[src/rtl/gpr_file_pkg.sv]
// Shared constants for the general-purpose register file: special-register
// addresses, STATUS reset value, writeCommand bit positions and TMR0 timing.
package gpr_file_pkg;

    localparam int DATA_W = 8;
    localparam int ADDR_W = 5;

    localparam logic [ADDR_W-1:0] ADDR_INDF   = 5'h00;
    localparam logic [ADDR_W-1:0] ADDR_TMR0   = 5'h01;
    localparam logic [ADDR_W-1:0] ADDR_PCL    = 5'h02;
    localparam logic [ADDR_W-1:0] ADDR_STATUS = 5'h03;
    localparam logic [ADDR_W-1:0] ADDR_FSR    = 5'h04;
    localparam logic [ADDR_W-1:0] ADDR_STORE0 = 5'h05;

    localparam logic [DATA_W-1:0] STATUS_RST = 8'h18;

    localparam int CMD_ADDR   = 2;
    localparam int CMD_GPR    = 1;
    localparam int CMD_STATUS = 0;

    // Ticks swallowed after a TMR0 write
    localparam logic [1:0] TMR_SUPPRESS = 2'd2;

endpackage

[src/rtl/gpr_file_tmr0_counter.sv]
// TMR0 free-running counter: increments once per tick, and after a load
// ignores the next two ticks (plus any tick coinciding with the load).
module tmr0_counter
    import gpr_file_pkg::*;
(
    input  logic              clk,
    input  logic              rst,
    input  logic              tick,
    input  logic              load,
    input  logic [DATA_W-1:0] loadData,
    output logic [DATA_W-1:0] count
);

    logic [1:0] suppressCnt;

    always_ff @(posedge clk or posedge rst) begin
        if (rst) begin
            count       <= '0;
            suppressCnt <= '0;
        end else if (load) begin
            count       <= loadData;
            suppressCnt <= TMR_SUPPRESS;
        end else if (tick) begin
            if (suppressCnt != 2'd0)
                suppressCnt <= suppressCnt - 2'd1;
            else
                count <= count + 8'd1;
        end
    end

endmodule

[src/rtl/gpr_file.sv]
// Register file with INDF/TMR0/PCL/STATUS/FSR specials and byte storage.
// Define GPR_BANKING_EN to bank 0x10-0x1F four ways by FSR[6:5].
module gpr_file
    import gpr_file_pkg::*;
(
    input  logic              clk,
    input  logic              rst,
    input  logic [2:0]        writeCommand,
    input  logic [DATA_W-1:0] gprWriteData,
    input  logic [DATA_W-1:0] statusWriteData,
    input  logic              tmrTick,
    output logic [DATA_W-1:0] readData,
    output logic [DATA_W-1:0] statusOut,
    output logic [DATA_W-1:0] fsrOut,
    output logic              pclWriteEn,
    output logic [DATA_W-1:0] pclWriteData
);

    logic [ADDR_W-1:0] addrReg;
    logic [ADDR_W-1:0] effAddr;
    logic [DATA_W-1:0] fsr;
    logic [DATA_W-1:0] status;
    logic [DATA_W-1:0] statusNext;
    logic [DATA_W-1:0] tmr0;
    logic [DATA_W-1:0] storeRd;
    logic              gprWrite;
    logic              storeWrite;

    assign gprWrite   = writeCommand[CMD_GPR];
    assign effAddr    = (addrReg == ADDR_INDF) ? fsr[ADDR_W-1:0] : addrReg;
    assign storeWrite = gprWrite && (effAddr >= ADDR_STORE0);
    assign statusOut  = status;
    assign fsrOut     = fsr;

    tmr0_counter uTmr0 (
        .clk      (clk),
        .rst      (rst),
        .tick     (tmrTick),
        .load     (gprWrite && (effAddr == ADDR_TMR0)),
        .loadData (gprWriteData),
        .count    (tmr0)
    );

`ifdef GPR_BANKING_EN
    // 0x05-0x0F shared; 0x10-0x1F banked by FSR[6:5]
    logic [DATA_W-1:0] sharedMem [0:10];
    logic [DATA_W-1:0] bankMem   [0:63];
    logic [3:0]        sharedIdx;
    logic [5:0]        bankIdx;

    assign sharedIdx = effAddr[3:0] - 4'd5;
    assign bankIdx   = {fsr[6:5], effAddr[3:0]};
    assign storeRd   = effAddr[4] ? bankMem[bankIdx] : sharedMem[sharedIdx];

    always_ff @(posedge clk) begin
        if (storeWrite) begin
            if (effAddr[4])
                bankMem[bankIdx] <= gprWriteData;
            else
                sharedMem[sharedIdx] <= gprWriteData;
        end
    end
`else
    logic [DATA_W-1:0] mem [0:26];
    logic [4:0]        memIdx;

    assign memIdx  = effAddr - ADDR_STORE0;
    assign storeRd = mem[memIdx];

    always_ff @(posedge clk) begin
        if (storeWrite)
            mem[memIdx] <= gprWriteData;
    end
`endif

    // TO/PD (bits 4:3) only change through the write-control STATUS path
    always_comb begin
        statusNext = status;
        if (writeCommand[CMD_STATUS])
            statusNext = statusWriteData;
        if (gprWrite && (effAddr == ADDR_STATUS)) begin
            statusNext[7:5] = gprWriteData[7:5];
            statusNext[4:3] = status[4:3];
            statusNext[2:0] = writeCommand[CMD_STATUS] ? statusWriteData[2:0]
                                                       : gprWriteData[2:0];
        end
    end

    always_ff @(posedge clk or posedge rst) begin
        if (rst) begin
            addrReg      <= '0;
            fsr          <= '0;
            status       <= STATUS_RST;
            pclWriteEn   <= 1'b0;
            pclWriteData <= '0;
        end else begin
            status     <= statusNext;
            pclWriteEn <= gprWrite && (effAddr == ADDR_PCL);
            if (gprWrite && (effAddr == ADDR_PCL))
                pclWriteData <= gprWriteData;
            if (gprWrite && (effAddr == ADDR_FSR))
                fsr <= gprWriteData;
            if (writeCommand[CMD_ADDR])
                addrReg <= gprWriteData[ADDR_W-1:0];
        end
    end

    always_comb begin
        readData = storeRd;
        case (effAddr)
            ADDR_INDF:   readData = '0;
            ADDR_TMR0:   readData = tmr0;
            ADDR_PCL:    readData = '0;
            ADDR_STATUS: readData = status;
            ADDR_FSR:    readData = fsr;
            default:     readData = storeRd;
        endcase
    end

endmodule
[config.mk]
export PLATFORM = sky130hd
export DESIGN_NAME = gpr_file
export DESIGN_NICKNAME = d
export VERILOG_FILES = /design/src/rtl/gpr_file_pkg.sv /design/src/rtl/gpr_file_tmr0_counter.sv /design/src/rtl/gpr_file.sv
export SDC_FILE = /design/constraint.sdc
export NUM_CORES = 1
export LEC_CHECK = 0
export BUFFER_PORTS_ARGS = -buffer_cell sky130_fd_sc_hd__buf_2
export CAP_MARGIN = 5
export CORE_UTILIZATION = 45
export DETAILED_ROUTE_END_ITERATION = 8
export PLACE_DENSITY = 0.64
export SLEW_MARGIN = 10
export SYNTH_ARGS = -nofsm -noshare
export SYNTH_HDL_FRONTEND = slang
export SYNTH_SLANG_ARGS = --single-unit
[constraint.sdc]
create_clock -name clk -period 4 [get_ports clk]
set_input_delay 0.4 -clock clk [delete_from_list [all_inputs] [get_ports clk]]
set_output_delay 0.4 -clock clk [all_outputs]
set_load 0.01 [all_outputs]
==> flow_metrics.py <==
metrics = {
    "route": {
        "via_per_inst": 5.84,
        "firstDrtPassIters": 5,
        "drtAntennaViolNets": 0,
        "vias": 7174,
        "routedWlPerCell_um": 23.6,
        "drc": 0,
        "dr.first_iter.drc_count": 756,
        "wl_mm": 29.0,
    },
    "global_route": {
        "grt_overflow": 0,
        "grt_pass1_vias": 6969,
        "grt_antenna_before_repair": 0,
        "grt_max_degree": 52,
        "grt_pass1_wl_mm": 43.9,
        "grt_usage_pct": 23.0,
    },
    "synthesis": {
        "yosys-top-cells-area": "edfxtp_1 (57%), dfrtp_1 (8.4%), mux4_2 (7.4%), mux2i_1 (2.6%), nand2_1 (2.5%)",
        "synth-warning-count": 0,
        "avgSynthCellArea_um2": 14.5,
        "syn-instance-count": 782,
        "ys_async_sr_fraction_pct": 15.6,
        "synth_edf_count": 216,
        "ys.flop_type": "edfxtp_1",
        "ys_types": 75,
        "synth_top_area_share_pct": 57.3,
        "syn_area_mm2": 0.0113,
        "synth_seq_cells": 256,
        "ys_seq_area_share_pct": 66.1,
        "synthesis.nets": 811,
        "synth_area_leader_cell": "edfxtp_1",
    },
    "floorplanning": {
        "io_pins": 55,
        "initial_core_util_pct": 46.2,
        "die_w_um": 161,
        "die_h_um": 161,
        "core.rowCount": 57,
        "core-area_mm2": 0.0245,
        "design.die.area_mm2": 0.0258,
    },
    "cts": {
        "cts_tree": "built",
        "cts.sinks": 256,
        "cts_made_buffers": 26,
        "clkLatencyLatePin_ps": 550,
        "cts_root_buffer": "clkbuf_16",
        "clk_path_buf_depth": 3,
        "cts_max_level": 1,
        "path_clk_slew_ps": 60,
    },
    "sta": {
        "setup_viol": 0,
        "post-route-min-period_ps": 3970,
        "slew_viol_final": 0,
        "fin_crit_sh_pct": 99.2,
        "final_hold_viol_count": 0,
        "tns_ps": 0,
        "finClkSkew_ps": 14.1,
        "max_freq_mhz": 252,
        "slew_headroom_pct": 47.9,
        "timing.hold.ws_ps": 75.2,
        "worstMarginPinSlew_ps": 781,
    },
    "cells_and_area": {
        "post-route-util_pct": 54.0,
        "final_cell_mix": "edfxtp_1 (216), nand2_1 (75), buf_2 (54), buf_4 (54), nor2_1 (50)",
        "num_antenna_cells": 0,
        "fillers": 2044,
        "syn_to_final_growth_pct": 17.1,
        "final_common_cell": "edfxtp_1",
        "nets": 913,
        "layout-drive-gt1-share_pct": 27.5,
    },
    "critical_path": {
        "cp-start-kind": "register",
        "crit_start": "addrReg[3]",
        "r2r_slack_ps": 820,
        "cp-end-kind": "output port",
        "path_class": "reg -> out",
        "cp.required_ps": 3600,
        "cp_max_fo": 28,
        "r2r_start": "addrReg[4]",
        "cp_data_arrival_time_ps": 3570,
    },
    "pwr": {
        "finalPower_mw": 6.86,
        "p_leak_nw": 4.73,
        "vdd_drop_max_mv": 0.334,
        "power_density_mw_per_mm2": 518,
    },
    "outcome": {
        "outcome": "completed",
    },
    "placed_design": {
        "dpl.hpwl_mm": 19.0,
        "port_buffers": 54,
        "gp_congestion": 0.965,
    },
    "worst_hold_path": {
        "hp-class": "in -> reg",
        "hp-start": "statusWriteData[2]",
    },
    "run": {
        "cap_violations": 0,
    },
}
==> metrics by stage <==
step           cell area [um2]  cells  setup WS [ps]
2_1_floorplan            11300    782            194
3_3_place_gp             12200   1167            407
3_5_place_dp             12200   1167            396
4_1_cts                  13200   1222         -0.876
5_1_grt                  13300   1228          -44.0
6_report                 13300   1228           30.9
==> final timing paths <==
check                                       end  depth (start not counted)
setup / recovery                    readData[7]                         11
hold / removal                     statusOut[2]                          3
setup reg to reg                      mem[2][3]                          8
hold reg to reg                 pclWriteData[3]                          2
max in group asynchronous          statusOut[3]                          4
min in group asynchronous  uTmr0.suppressCnt[1]                          3
==> cell type report <==
type | instances | area (um2) | area share [%]
Sequential cell | 256 | 7490 | 56.5
Multi-Input combinational cell | 471 | 3670 | 27.7
Timing Repair Buffer | 116 | 808 | 6.10
Clock buffer | 37 | 743 | 5.60
Tap cell | 324 | 405 | 3.06
Clock inverter | 11 | 91.3 | 0.689
Inverter | 13 | 48.8 | 0.368
==> cells in the mapped netlist (all sizes together), types with 3 or more instances <==
cell	instances
a21oi	30
o2111a	3
edfxtp	216
mux4	37
xor2	4
mux2	15
a21o	3
a31oi	9
ha	7
nand3	24
or3	9
a21boi	3
buf	21
mux2i	29
nor3	30
o21ai	54
xnor2	5
nand4b	3
a221o	5
o2111ai	3
dfrtp	38
nor4	5
nand2	79
a221oi	4
nand4	6
and3	8
inv	12
nor2	52
clkbuf	21
a211oi	4
nor2b	4
a211o	3
o221ai	4
==> worst max-delay path, cell delays in order, from the launching register on <==
cell	delay [ps]
dfrtp_2	450
nor3_4	280
a31oi_1	120
buf_4	170
ha_4	300
buf_4	160
buf_12	200
mux4_2	360
mux2_2	290
o21ai_0	290
a31oi_2	190
buf_2	180
==> logic make-up after synthesis <==
logic type	after synthesis	synth area share, %
AOI/OAI and AO/OA	143	8.65
xor gates and xnor gates	9	0.696
adders and majority gates	7	0.773
buffers and inverters	55	2.30
DFF	256	66.1
muxes	81	11.4
and+or+nand+nor	231	10.0
==> sequential cells by signal, indices dropped and copies added, names as in the netlist <==
signal             count
fsrOut                 8
mem                  216
uTmr0.count            8
statusOut              8
uTmr0.suppressCnt      2
pclWriteEn             1
addrReg                5
pclWriteData           8
==> layer usage <==
| metal | global-route usage, % | vias up | share of wire (%) |
|---|---|---|---|
| met4 | 7.45 | 0 | 3.1 |
| met2 | 34.5 | 287 | 45 |
| met1 | 33.8 | 3596 | 44 |
| met5 | 0 | - | 0 |
| li1 | - | 3238 | - |
| met3 | 4.26 | 53 | 7.5 |
==> power by group <==
group / leakage (nW) / internal [mW] / switching (mW) / total, mW
clock network: 0.410 / 1.36 / 1.00 / 2.36
registers: 2.43 / 3.05 / 0.131 / 3.18
logic: 1.88 / 0.550 / 0.773 / 1.32
total: 4.73 / 4.96 / 1.91 / 6.86
==> timing repair <==
item,in CTS,in global routing
gates resized for setup,10,15
hold endpoints to repair,13,0
buffers inserted,6,6
hold buffers,1,0
pin swaps,2,7
setup endpoints to repair,7,7
No activity file was read; power rests on OpenSTA's default activity.
